$ cat src/rtl/uart_receiver.sv
// 8N1 UART receiver with start-bit validation, mid-bit sampling and a receive FIFO.
// Optional build macro UART_RX_MAJORITY_VOTE_EN: 2-of-3 majority vote on every sample.
module uart_receiver #(
  parameter int CLK_FREQ   = 48000000,
  parameter int BAUDRATE   = 250000,
  parameter int FIFO_DEPTH = 16
) (
  input  logic       clk,
  input  logic       rst_n,
  input  logic       rx,
  output logic [7:0] data,
  output logic       data_valid,
  input  logic       data_read,
  output logic       framing_error,
  output logic       overflow
);

  localparam int CLK_PER_BIT = CLK_FREQ / BAUDRATE;
  localparam int HALF_BIT    = CLK_PER_BIT / 2;
  localparam logic [15:0] BIT_LAST  = 16'(CLK_PER_BIT - 1);
  localparam logic [15:0] HALF_LAST = 16'(HALF_BIT - 1);
  localparam int AW = $clog2(FIFO_DEPTH);
  localparam int PW = AW + 1;
  localparam logic [PW-1:0] PTR_ONE = {{(PW-1){1'b0}}, 1'b1};

  typedef enum logic [1:0] {
    IDLE  = 2'd0,
    START = 2'd1,
    DATA  = 2'd2,
    STOP  = 2'd3
  } state_t;

  state_t        state_r;
  logic [15:0]   cnt_r;
  logic [2:0]    idx_r;
  logic [7:0]    shift_r;
  logic          framing_error_r;
  logic          overflow_r;
  logic          rx_meta_r;
  logic          rx_sync_r;
  logic          rx_prev_r;
  logic [PW-1:0] wr_ptr_r;
  logic [PW-1:0] rd_ptr_r;
  logic [7:0]    mem_r [FIFO_DEPTH];

  logic sample_s;
  logic stop_hit_s;
  logic push_s;
  logic pop_s;
  logic full_s;
  logic empty_s;
  logic accept_s;

  // Two-flop synchroniser; rx_prev_r remembers the previous synchronised level for edge arming
  always_ff @(posedge clk) begin
    if (!rst_n) begin
      rx_meta_r <= 1'b1;
      rx_sync_r <= 1'b1;
      rx_prev_r <= 1'b1;
    end else begin
      rx_meta_r <= rx;
      rx_sync_r <= rx_meta_r;
      rx_prev_r <= rx_sync_r;
    end
  end

`ifdef UART_RX_MAJORITY_VOTE_EN
  logic [1:0] hist_r;

  function automatic logic maj3(input logic a, input logic b, input logic c);
    return (a & b) | (a & c) | (b & c);
  endfunction

  // Two previous synchronised samples, combined with the current one for the vote
  always_ff @(posedge clk) begin
    if (!rst_n) begin
      hist_r <= 2'b11;
    end else begin
      hist_r <= {hist_r[0], rx_sync_r};
    end
  end

  assign sample_s = maj3(rx_sync_r, hist_r[0], hist_r[1]);
`else
  assign sample_s = rx_sync_r;
`endif

  // Frame FSM: start validation, LSB-first data shifting, stop check
  always_ff @(posedge clk) begin
    if (!rst_n) begin
      state_r         <= IDLE;
      cnt_r           <= 16'd0;
      idx_r           <= 3'd0;
      shift_r         <= 8'h00;
      framing_error_r <= 1'b0;
    end else begin
      framing_error_r <= 1'b0;
      case (state_r)
        IDLE: begin
          cnt_r <= 16'd0;
          if (!rx_sync_r && rx_prev_r) begin
            state_r <= START;
          end
        end
        START: begin
          if (cnt_r == HALF_LAST) begin
            cnt_r   <= 16'd0;
            idx_r   <= 3'd0;
            state_r <= sample_s ? IDLE : DATA;
          end else begin
            cnt_r <= cnt_r + 16'd1;
          end
        end
        DATA: begin
          if (cnt_r == BIT_LAST) begin
            cnt_r   <= 16'd0;
            shift_r <= {sample_s, shift_r[7:1]};
            if (idx_r == 3'd7) begin
              state_r <= STOP;
            end else begin
              idx_r <= idx_r + 3'd1;
            end
          end else begin
            cnt_r <= cnt_r + 16'd1;
          end
        end
        STOP: begin
          // Return to IDLE mid stop bit so an immediately following start edge is caught
          if (cnt_r == BIT_LAST) begin
            cnt_r           <= 16'd0;
            state_r         <= IDLE;
            framing_error_r <= ~sample_s;
          end else begin
            cnt_r <= cnt_r + 16'd1;
          end
        end
        default: begin
          state_r <= IDLE;
          cnt_r   <= 16'd0;
        end
      endcase
    end
  end

  assign stop_hit_s = (state_r == STOP) && (cnt_r == BIT_LAST);
  assign push_s     = stop_hit_s & sample_s;
  assign empty_s    = (wr_ptr_r == rd_ptr_r);
  assign full_s     = (wr_ptr_r[AW] != rd_ptr_r[AW]) && (wr_ptr_r[AW-1:0] == rd_ptr_r[AW-1:0]);
  assign pop_s      = data_read & ~empty_s;
  // A pop on a full FIFO frees the slot the push lands in
  assign accept_s   = push_s & (~full_s | pop_s);

  // FIFO pointers and overflow pulse
  always_ff @(posedge clk) begin
    if (!rst_n) begin
      wr_ptr_r   <= {PW{1'b0}};
      rd_ptr_r   <= {PW{1'b0}};
      overflow_r <= 1'b0;
    end else begin
      overflow_r <= push_s & full_s & ~pop_s;
      if (accept_s) begin
        wr_ptr_r <= wr_ptr_r + PTR_ONE;
      end
      if (pop_s) begin
        rd_ptr_r <= rd_ptr_r + PTR_ONE;
      end
    end
  end

  // FIFO storage, written only for accepted bytes
  always_ff @(posedge clk) begin
    if (rst_n && accept_s) begin
      mem_r[wr_ptr_r[AW-1:0]] <= shift_r;
    end
  end

  assign data_valid    = ~empty_s;
  assign data          = empty_s ? 8'h00 : mem_r[rd_ptr_r[AW-1:0]];
  assign framing_error = framing_error_r;
  assign overflow      = overflow_r;

endmodule

$ cat config.mk
export PLATFORM = sky130hd
export DESIGN_NAME = uart_receiver
export DESIGN_NICKNAME = d
export VERILOG_FILES = /design/src/rtl/uart_receiver.sv
export SDC_FILE = /design/constraint.sdc
export NUM_CORES = 1
export LEC_CHECK = 0
export CAP_MARGIN = 20
export CORE_MARGIN = 10
export CORE_UTILIZATION = 55
export DETAILED_ROUTE_END_ITERATION = 8
export GPL_ROUTABILITY_DRIVEN = 0
export PLACE_DENSITY = 0.71
export SYNTH_ARGS = -nofsm -noshare
export SYNTH_HDL_FRONTEND = slang
export SYNTH_SLANG_ARGS = --single-unit
$ cat constraint.sdc
create_clock -name clk -period 4.7 [get_ports clk]
set_clock_uncertainty 0.1 [all_clocks]
set_input_delay 0.47 -clock clk [delete_from_list [all_inputs] [get_ports clk]]
set_output_delay 0.47 -clock clk [all_outputs]
set_load 0.02 [all_outputs]
==> results.json, run 1 <==
{
  "syn_area_um2": 7160,
  "rsz0062_at_grt": "no",
  "crit_buf_inv": 2,
  "sw_frac_of_total_pct": 19.8,
  "dr.pass1.iters": 5,
  "vias": 3831,
  "finalWorstSetupSlack_ps": 775,
  "fin_nets": 488,
  "clk_latency_ps": 430,
  "cts_tree": "done",
  "wl_per_cell_um": 20.6,
  "worstPathRequired_ps": 4130,
  "grt_pass1_wl_um": 21400,
  "avgSynthCellArea_um2": 16.0,
  "cp-start-kind": "flip-flop",
  "finalHoldViolCount": 0,
  "dp_cells": 629,
  "synth-edff-count": 128,
  "clockRootBuffer": "clkbuf_16",
  "slowest_delay_ps": 920,
  "fin_crit_ps": 3930,
  "cts_buffer_depth": 2,
  "cts_max_level": 4,
  "crit_type": "reg2out",
  "cts_buffers": 17,
  "drtIter0Drc": 383,
  "clk_pin_slew_ps": 60,
  "ios": 15,
  "max_freq_mhz": 255,
  "rrSetupSlack_ps": 1310,
  "worstPathMaxFanout": 25,
  "drc_errors": 0,
  "drv_cap": 0,
  "peakVddDrop_v": 0.000245,
  "finalSetupTns_ps": 0,
  "final.period_utilization_pct": 83.5,
  "syn-num-nets": 459,
  "area_growth_pct": 13.8,
  "cp_cell_sequence": "buf_4 -> mux4_2 -> mux4_2 -> nor2b_1 -> clkdlybuf4s50_1",
  "synth_flop_cell": "edfxtp_1",
  "rr_startpoint": "cnt_r[12]",
  "min_delay_path_depth": 1,
  "internal_power_mw": 2.36,
  "worstPathArrival_ps": 3360,
  "place_ws_ps": 1120,
  "start_util_pct": 56.5,
  "synth_top_cells_by_area": "edfxtp_1 (54%), dfxtp_1 (13%), mux4_2 (13%), xnor2_1 (2.2%), nor2_1 (2.1%)",
  "overflow": 0,
  "grt_usage_pct": 15.8,
  "hp-start": "rx_meta_r",
  "busiest_layer": "met2",
  "slew_violations": 0,
  "place_area_um2": 7610,
  "synth_top_area_share_pct": 53.7,
  "cts_setup_buffers": 0,
  "grt_max_degree": 33,
  "grt_pass1_vias": 3855,
  "worst-path-stages": 5,
  "end_kind": "output pin",
  "met2_usage_pct": 24.8,
  "io_buffers": 14,
  "p_leak_nw": 2.57,
  "yosysWarnings": 0,
  "synth_cell_types": 46,
  "wirelength_um": 13600,
  "cp_slowest_cell": "dfxtp_2",
  "path_delay_family": "multiplexers",
  "hp-class": "reg2reg",
  "synthCells": 447,
  "dieHeight_um": 134,
  "setup_viol": 0,
  "worst_pin_slew_ps": 957,
  "dp_hpwl_um": 8750,
  "fin_area_um2": 8150,
  "dieWidth_um": 134,
  "synth_top_area_cell": "edfxtp_1",
  "antenna_found_initial": 0,
  "avgViaCountPerCell": 5.80,
  "cts_sinks": 176,
  "ff2ff_path_depth": 6,
  "p_seq_share_pct": 55.9,
  "final_cells": 661,
  "slew-limit-headroom_pct": 35.7,
  "core-area_um2": 12700,
  "num_rows": 41,
  "drive_above_1_share_pct": 21.5,
  "met1_usage_pct": 20.0,
  "status": "finished, final reports clean",
  "grt_use_met3_pct": 4.00,
  "ys_seq_area_share_pct": 67.1,
  "drtAntennaViolNets": 0,
  "cts_hold_buf": 0,
  "combPwrFrac_pct": 0.5,
  "async_reset_ff_share_pct": 0,
  "cts_resized": 0,
  "die_area_um2": 18000,
  "p_sw_uw": 584,
  "yosys_register_bits": 176,
  "pwr-share-clk_pct": 43.6,
  "n_antenna_cell": 0,
  "crit_path_frequent_cell": "mux4_2",
  "p_per_area_nw_per_um2": 361
}
[layout make-up]
class | count | area (um2)
clock buffers | 22 | 465
clock inverters | 10 | 75.1
fillers | 921 | 4520
inverters | 10 | 37.5
multi-input cells | 239 | 2280
flip-flops and latches | 176 | 4810
well taps | 172 | 215
repair buffers | 32 | 275
[layout by cell type (no fill, tap or decap), types with 3 or more instances in the layout]
master / count
inv_6: 3
nand2_1: 22
edfxtp_1: 128
nand2b_1: 9
xor2_1: 6
nand4_1: 8
nand3_1: 6
buf_4: 18
mux4_2: 40
a21oi_1: 8
inv_1: 10
inv_4: 3
nor4_1: 10
clkbuf_1: 4
and2_1: 3
ha_1: 8
clkdlybuf4s50_1: 14
nor2_1: 41
nor2b_1: 9
nor4_2: 6
xnor2_1: 18
dfxtp_1: 47
clkbuf_16: 18
mux2i_1: 12
[state kept, by name, summed over array words and instances (netlist names), named ones only]
signal / count
mem_r: 128
cnt_r: 16
shift_r: 8
rd_ptr_r: 5
wr_ptr_r: 5
idx_r: 3
framing_error: 1
overflow: 1
rx_meta_r: 1
rx_prev_r: 1
rx_sync_r: 1
state_r: 1
[synth_stat cells (all sizes together) (4+ instances only)]
master and instances:
nor2 42, nor2b 9, a21oi 8, and2 4, edfxtp 128, mux4 40, nor4 18, nand3 6
nand2 23, nand4 8, mux2i 12, xor2 6, nand2b 9, buf 12, dfxtp 48, xnor2 18
clkbuf 10, inv 10, ha 8, or4 4
[power groups by stage]
stage | Combinational (mW) | Sequential, mW | Clock, mW
finish | 0.0150 | 1.65 | 1.28
global route | 0.0168 | 1.65 | 1.37
CTS | 0.0155 | 1.65 | 1.31
detailed placement | 0.0152 | 1.68 | 0
global placement | 0.0148 | 1.68 | 0
floorplan | 0.00988 | 1.68 | 0
[final timing paths]
path / end
setup / recovery: data[5]
hold / removal: rx_sync_r
setup reg to reg: mem_r[10][4]
hold reg to reg: rx_sync_r
[cell families (layout without fill, tap and decap cells)]
family	count (synthesis)	in the layout	synth area share, %
adders and majority gates	8	8	1.40
AOI/OAI and AO/OA	20	20	2.18
and+or+nand+nor	135	135	10.1
xor gates and xnor gates	24	24	2.94
muxes	52	52	14.3
buffers and inverters	32	74	2.04
DFF	176	176	67.1
[routing by layer]
layer | routed length (um) | part of all wire, %
met5 | 0 | 0
met4 | 285 | 2.1
met3 | 727 | 5.3
met2 | 6650 | 49
met1 | 5960 | 44
[stage by stage]
stage | total power [mW] | utilization, % | hold WS (ps)
2_1_floorplan | 1.69 | - | 286
3_5_place_dp | 1.70 | 60.1 | 297
3_3_place_gp | 1.69 | 60.1 | 294
4_1_cts | 2.97 | 64.3 | 317
5_1_grt | 3.03 | 64.3 | 331
6_report | 2.95 | 64.3 | 314
Power figures use the tool's default switching activity.
==> run 2, diff against run 1 <==
--- a/config.mk
+++ b/config.mk
@@ -10,7 +10,7 @@
 export CORE_UTILIZATION = 55
 export DETAILED_ROUTE_END_ITERATION = 8
 export GPL_ROUTABILITY_DRIVEN = 0
-export PLACE_DENSITY = 0.71
+export PLACE_DENSITY = 0.74
 export SYNTH_ARGS = -nofsm -noshare
 export SYNTH_HDL_FRONTEND = slang
 export SYNTH_SLANG_ARGS = --single-unit
==> constraint.sdc (replaced) <==
create_clock -name clk -period 3.32 [get_ports clk]
set_clock_uncertainty 0.1 [all_clocks]
set_input_delay 0.332 -clock clk [delete_from_list [all_inputs] [get_ports clk]]
set_output_delay 0.332 -clock clk [all_outputs]
set_load 0.02 [all_outputs]
==> results.json, run 2 (synthesis gave the netlist of run 1 again) <==
{
  "status": "finished, final reports clean",
  "start_util_pct": 56.5,
  "drc_errors": 0,
  "hp-start": "rx_meta_r",
  "final.period_utilization_pct": 97.0,
  "p_leak_nw": 2.66,
  "final_common_cell": "edfxtp_1",
  "worstHoldEndpoint": "rx_sync_r",
  "grt_pass1_vias": 3960,
  "peakVddDrop_v": 0.000346,
  "finalWorstSetupSlack_ps": 101,
  "io_buffers": 14,
  "vias": 3794,
  "num_rows": 41,
  "min_delay_path_depth": 1,
  "slew_violations": 0,
  "clk_latency_ps": 430,
  "dp_hpwl_um": 8930,
  "cts_sinks": 176,
  "cp-start-kind": "flip-flop",
  "cts_buffers": 17,
  "setup_viol": 0,
  "finalHoldViolCount": 0,
  "antenna_found_initial": 0,
  "total_power_mw": 4.54,
  "dr.pass1.iters": 5,
  "wirelength_um": 13900,
  "ff2ff_path_depth": 6,
  "wl_per_cell_um": 20.9,
  "fin_crit_ps": 3220,
  "rsz0062_at_grt": "no",
  "dp_cells": 631,
  "final_cells": 663,
  "dieWidth_um": 134,
  "worstPathMaxFanout": 16,
  "place_ws_ps": 418,
  "cts_tree": "done",
  "rrSetupSlack_ps": 400,
  "clk_pin_slew_ps": 60,
  "grt_pass1_wl_um": 22200,
  "grt_max_degree": 33,
  "drtIter0Drc": 315,
  "overflow": 0,
  "cts_buffer_depth": 2,
  "worst_pin_slew_ps": 713,
  "max_freq_mhz": 311,
  "place_area_um2": 7580,
  "cts_setup_buffers": 0,
  "n_antenna_cell": 0,
  "ios": 15,
  "slew-limit-headroom_pct": 52.4,
  "largest_reg_flops": 128,
  "num-fill-cells": 919,
  "area_growth_pct": 15.3,
  "fin_area_um2": 8260,
  "drtAntennaViolNets": 0,
  "end_kind": "output pin",
  "worstPathRequired_ps": 2890,
  "drive_above_1_share_pct": 20.0,
  "finalSetupTns_ps": 0,
  "worstPathArrival_ps": 2790,
  "drv_cap": 0,
  "die_area_um2": 18000,
  "core-area_um2": 12700,
  "worstReg2RegEnd": "mem_r[4][0]",
  "rr_startpoint": "cnt_r[8]",
  "grt_usage_pct": 16.2,
  "clockRootBuffer": "clkbuf_16",
  "avgViaCountPerCell": 5.72,
  "cts_max_level": 4,
  "final_cell_mix": "edfxtp_1 (128), dfxtp_1 (47), nor2_1 (41)",
  "dieHeight_um": 134,
  "crit_type": "reg2out",
  "fin_nets": 491,
  "p_per_area_nw_per_um2": 549,
  "hp-class": "reg2reg"
}
-- run 2: changes by cell type in the layout (fill, tap and decap cells not counted), moves of 2 or more --
cell / change
nor4_1: +8
bufinv_16: +6
nor4_2: -6
clkinv_1: +3
inv_4: -3
inv_6: -3
buf_12: +2
clkbuf_1: -2
nor4_4: -2
-- run 2: worst max-delay path by stage --
stage / from / endpoint / slack [ps] / depth (start not counted)
after global placement: cnt_r[8] / mem_r[11][6] / 500 / 6
final: flip-flop / data[0] / 100 / 5
after global routing: flip-flop / data[0] / 8 / 5
after floorplan: cnt_r[12] / mem_r[10][0] / 40 / 7
after CTS: flip-flop / data[1] / 10 / 5
after detailed placement: cnt_r[8] / mem_r[5][7] / 420 / 6
-- run 2: cell type report --
class	count	area, um2	area share, %
repair buffers	35	343	4.15
flip-flops and latches	176	4810	58.2
well taps	172	215	2.61
clock buffers	19	433	5.24
inverters	10	37.5	0.455
clock inverters	12	215	2.61
multi-input cells	239	2210	26.7
-- run 2: report_power, final --
part	switching [mW]	leakage, nW	internal (mW)	total [mW]
logic	0.0134	0.779	0.00647	0.0198
registers	0.00302	1.57	2.33	2.33
clock network	0.786	0.306	1.40	2.19
-- run 2: critical path, stage by stage, from the launching register on --
cell             delay [ps]
dfxtp_2                 390
buf_12                  200
mux4_2                  570
mux4_2                  500
nor2b_1                 150
clkdlybuf4s50_1         540
-- run 2: per-stage QoR --
stage | util (%) | hold slack [ps]
floorplan | - | 286
detailed placement | 59.8 | 296
CTS | 65.0 | 312
finish | 65.2 | 311
global placement | 59.8 | 296
global route | 65.2 | 318
-- run 2: timing repair --
| item | in CTS | in global routing |
|---|---|---|
| hold buffers | 0 | 0 |
| gates resized for setup | 0 | 1 |
| setup endpoints to repair | 0 | 2 |
-- run 2: layer usage --
metal | routed length (um) | track usage (%)
met5 | 0 | 0
met4 | 173 | 6.35
met3 | 714 | 4.11
met2 | 7090 | 26.7
met1 | 5880 | 20.2
==> run 3, diff against run 2 <==
--- a/config.mk
+++ b/config.mk
@@ -5,7 +5,9 @@
 export SDC_FILE = /design/constraint.sdc
 export NUM_CORES = 1
 export LEC_CHECK = 0
+export ABC_CLOCK_PERIOD_IN_PS = 3320
 export CAP_MARGIN = 20
+export CORE_ASPECT_RATIO = 0.9
 export CORE_MARGIN = 10
 export CORE_UTILIZATION = 55
 export DETAILED_ROUTE_END_ITERATION = 8
==> results.json, run 3 (synthesis gave the netlist of run 1 again) <==
{
  "status": "finished, final reports clean",
  "worstPathMaxFanout": 15,
  "dieWidth_um": 140,
  "worstPathArrival_ps": 2760,
  "wl_per_cell_um": 21.6,
  "crit_path_frequent_cell": "mux4_2",
  "overflow": 0,
  "clk_latency_ps": 420,
  "grt_pass1_vias": 3984,
  "slowest_delay_ps": 550,
  "drtAntennaViolNets": 0,
  "place_ws_ps": 431,
  "num_rows": 39,
  "hp-start": "rx_meta_r",
  "drc_errors": 0,
  "holdWs_ps": 317,
  "drive_above_1_share_pct": 21.6,
  "p_leak_nw": 2.62,
  "setup_viol": 0,
  "place_area_um2": 7670,
  "cts_max_level": 4,
  "wirelength_um": 14200,
  "hp-class": "reg2reg",
  "cts_buffer_depth": 2,
  "grt_max_degree": 33,
  "p_seq_share_pct": 54.6,
  "internal_power_mw": 3.51,
  "slew-limit-headroom_pct": 52.2,
  "largest_reg_flops": 128,
  "crit_type": "reg2out",
  "grt_usage_pct": 16.5,
  "n_antenna_cell": 0,
  "rrSetupSlack_ps": 380,
  "p_sw_uw": 760,
  "combPwrFrac_pct": 0.5,
  "dp_hpwl_um": 9050,
  "peakVddDrop_v": 0.000392,
  "finalHoldViolCount": 0,
  "antenna_found_initial": 0,
  "finalSetupTns_ps": 0,
  "end_kind": "output pin",
  "ios": 15,
  "total_power_mw": 4.27,
  "max_freq_mhz": 313,
  "fin_crit_ps": 3190,
  "pwr-share-clk_pct": 44.9,
  "slew_violations": 0,
  "final.period_utilization_pct": 96.1,
  "worstReg2RegEnd": "mem_r[9][3]",
  "dieHeight_um": 128,
  "avgViaCountPerCell": 5.90,
  "cp_cell_sequence": "buf_12 -> mux4_2 -> mux4_2 -> nor2b_1 -> clkdlybuf4s50_1",
  "worst_pin_slew_ps": 717,
  "rsz0062_at_grt": "no",
  "cp_slowest_cell": "mux4_2",
  "cts_sinks": 176,
  "vias": 3895,
  "core-area_um2": 12700,
  "cts_tree": "done",
  "finalWorstSetupSlack_ps": 129,
  "clockRootBuffer": "clkbuf_16",
  "sw_frac_of_total_pct": 17.8,
  "fin_area_um2": 8240,
  "p_per_area_nw_per_um2": 518,
  "worst-path-stages": 5,
  "drv_cap": 0,
  "final_cell_mix": "edfxtp_1 (128), dfxtp_1 (47), nor2_1 (41)",
  "cts_setup_buffers": 0,
  "die_area_um2": 18000,
  "fin_nets": 495,
  "clk_pin_slew_ps": 60,
  "rr_startpoint": "cnt_r[12]",
  "io_buffers": 14,
  "worstPathRequired_ps": 2890,
  "crit_buf_inv": 2,
  "dr.pass1.iters": 5,
  "path_delay_family": "multiplexers",
  "grt_pass1_wl_um": 22600,
  "cp-start-kind": "flip-flop",
  "min_delay_path_depth": 1,
  "final_common_cell": "edfxtp_1",
  "area_growth_pct": 15.1,
  "ff2ff_path_depth": 6,
  "start_util_pct": 56.2,
  "worstHoldEndpoint": "rx_sync_r",
  "cts_buffers": 17,
  "drtIter0Drc": 384
}
[run 3: cell count changes in the layout (fill, tap and decap cells not counted), moves of 3 or more]
| cell | previous run | this run |
|---|---|---|
| nor4_2 | 0 | 8 |
| bufinv_16 | 6 | 3 |
| buf_4 | 18 | 22 |
| nor4_1 | 18 | 10 |
| clkbuf_1 | 2 | 7 |
[run 3: area by class of cell]
class | instances | area, um2
clock inverters | 8 | 113
flip-flops and latches | 176 | 4810
clock buffers | 24 | 452
repair buffers | 39 | 365
fillers | 849 | 4500
inverters | 10 | 37.5
multi-input cells | 239 | 2260
well taps | 164 | 205
[run 3: power groups by stage]
stage / Sequential [mW] / Clock, mW / Combinational, mW
2_1_floorplan: 2.38 / 0 / 0.0140
3_3_place_gp: 2.38 / 0 / 0.0222
3_5_place_dp: 2.38 / 0 / 0.0229
4_1_cts: 2.33 / 1.95 / 0.0229
5_1_grt: 2.33 / 2.05 / 0.0247
6_report: 2.33 / 1.92 / 0.0228
[run 3: worst max-delay path by stage]
stage                          from            to  slack [ps]
after floorplan           cnt_r[12]  mem_r[10][0]          40
after global placement     cnt_r[8]   mem_r[9][3]         480
after detailed placement  cnt_r[12]   mem_r[9][3]         430
after CTS                 flip-flop       data[7]          10
after global routing      flip-flop       data[7]          20
final                     flip-flop       data[7]         130
[run 3: timing repair]
item / in CTS / in global routing
setup endpoints to repair: 0 / 8
gates resized for setup: 0 / 1
hold buffers: 0 / 0
hold endpoints to repair: 0 / 0
[run 3: through the flow]
stage | std cells | utilization, %
after floorplan | 447 | -
after global placement | 628 | 60.2
after detailed placement | 628 | 60.2
after CTS | 660 | 64.7
after global routing | 660 | 64.7
final | 660 | 64.7
[run 3: metal layers]
layer	GRT usage (%)	wire, um
met5	0	0
met2	27.5	7250
met1	19.9	5720
met4	6.25	229
met3	5.15	1040
==> RTL edit: new RTL, config.mk and constraints of run 1 <==
Put a register stage on the output `data`, with the module's reset. The value now appears one clock later. The other outputs are not delayed to match.
--- a/src/rtl/uart_receiver.sv
+++ b/src/rtl/uart_receiver.sv
@@ -177,3 +177,9 @@
   assign data_valid    = ~empty_s;
-  assign data          = empty_s ? 8'h00 : mem_r[rd_ptr_r[AW-1:0]];
+  always_ff @(posedge clk) begin
+    if (!rst_n) begin
+      data <= '0;
+    end else begin
+      data <= empty_s ? 8'h00 : mem_r[rd_ptr_r[AW-1:0]];
+    end
+  end
   assign framing_error = framing_error_r;
Check against the original RTL: same outputs for any inputs over 10 cycles, from zero or initial values and one cycle with rst_n low; that may be too few to reach the edited logic, so the function may still have changed.
==> RTL edit against run 1 <==
Highest routed layer unchanged. Sequential cell count grew 4. Area after synthesis up 0.63%. Critical endpoint is now mem_r[8][0]. Final area fell by 0.58%. Global-route usage shrank 0.22 points. Total power up 3.5%. Critical path type is now flop to flop. Worst hold slack worse by 0.0065 ns. Wire length is 1.0% lower. Worst setup slack better by 0.62 ns.
==> RTL edit: results (changes against run 1) <==
| Metric | Value |
|---|---|
| Status | finished, final reports clean (unchanged) |
| Post-Syn Area per Cell | 15.8 um2 (was 16.0 um2) |
| Vias in the first global route | 3830 (was 3855) |
| Fill cell total of the finished layout | 942 (was 921) |
| Minimum clock period | 3.31 ns (was 3.93 ns) |
| 1st-iter DRT viols | 394 (was 383) |
| Syn_nets | 468 (was 459) |
| Max_slew headroom | 26.8% (was 35.7%) |
| First-pass GRT wire length | 21.4 mm (about the same) |
| Share of cells above drive strength 1 | 16.5% (was 21.5%) |
| Worst endpoint data arrival time | 3.25 ns (was 3.36 ns) |
| Setup crit end | mem_r[8][0] (was data[5]) |
| Yosys cell types | 43 (was 46) |
| WS Path Type | flop to flop (was flop to output port) |
| Critical Path Fanout Max | 19 (was 25) |
| Gr usage total | 15.6% (was 15.8%) |
| Pleak | 2.58 nW (was 2.57 nW) |
| Post-synth top cells | edfxtp_1 (128), dfxtp_1 (52), mux4_2 (32) (was edfxtp_1 (128), dfxtp_1 (48), nor2_1 (41)) |
| Post-detailed-route wirelength per cell | 20.4 um (was 20.6 um) |
| Sequential share of the synthesized area | 67.8% (was 67.1%) |
| Max rail drop VDD | 0.262 mV (was 0.245 mV) |
| Largest net degree at the start of global routing | 37 (was 33) |
| Reg2Reg Setup Slack | 1.39 ns (was 1.31 ns) |
| DP Cell Count | 628 (was 629) |
| Via density | 5.84 (was 5.80) |
| Top post-synthesis cells by area | edfxtp_1 (53%), dfxtp_1 (14%), mux4_2 (10%), mux2i_1 (2.8%), a211oi_1 (1.7%) (was edfxtp_1 (54%), dfxtp_1 (13%), mux4_2 (13%), xnor2_1 (2.2%), nor2_1 (2.1%)) |
## RTL edit: power by group
part           total (W)  switching (W)  internal, W
Combinational  0.0000174      0.0000105   0.00000690
Clock            0.00135       0.000575     0.000778
Sequential       0.00168     0.00000172      0.00168
Total            0.00305       0.000587      0.00246
## RTL edit: layout make-up
class	count	area (um2)	share of cell area [%]
Multi-Input combinational cell	248	2190	27.1
Clock buffer	18	429	5.30
Timing Repair Buffer	25	220	2.72
Clock inverter	14	139	1.71
Sequential cell	180	4890	60.3
Tap cell	172	215	2.66
Inverter	5	18.8	0.232
## RTL edit: logic make-up (layout without fill, tap and decap cells)
logic type / count (synthesis) / count (layout) / synth area share, %
AOI/OAI and AO/OA: 37 / 37 / 3.53
xor gates and xnor gates: 21 / 21 / 2.55
muxes: 52 / 52 / 12.8
and+or+nand+nor: 130 / 130 / 10.2
buffers and inverters: 28 / 62 / 1.74
DFF: 180 / 180 / 67.8
adders and majority gates: 8 / 8 / 1.39
## RTL edit: worst min-delay path by stage
stage	to	slack, ns	depth (start not counted)
floorplan	rx_sync_r	0.29	1
global placement	rx_sync_r	0.29	1
detailed placement	rx_sync_r	0.29	1
CTS	rx_sync_r	0.31	1
global route	rx_sync_r	0.35	1
finish	rx_sync_r	0.31	1
## RTL edit: critical path, stage by stage, from the launching register on
cell     delay [ns]
dfxtp_1        0.37
ha_1           0.22
and4_1         0.36
nand4_4        0.20
a211o_1        0.54
or3b_4         0.49
nor2_1         0.62
## RTL edit: metal layers
metal  wire (um)  part of all wire [%]  GRT usage (%)
met5           0                     0              0
met4         262                   1.9           6.23
met3         969                   7.2           4.01
met2        6570                    49           24.2
met1        5680                    42           20.5
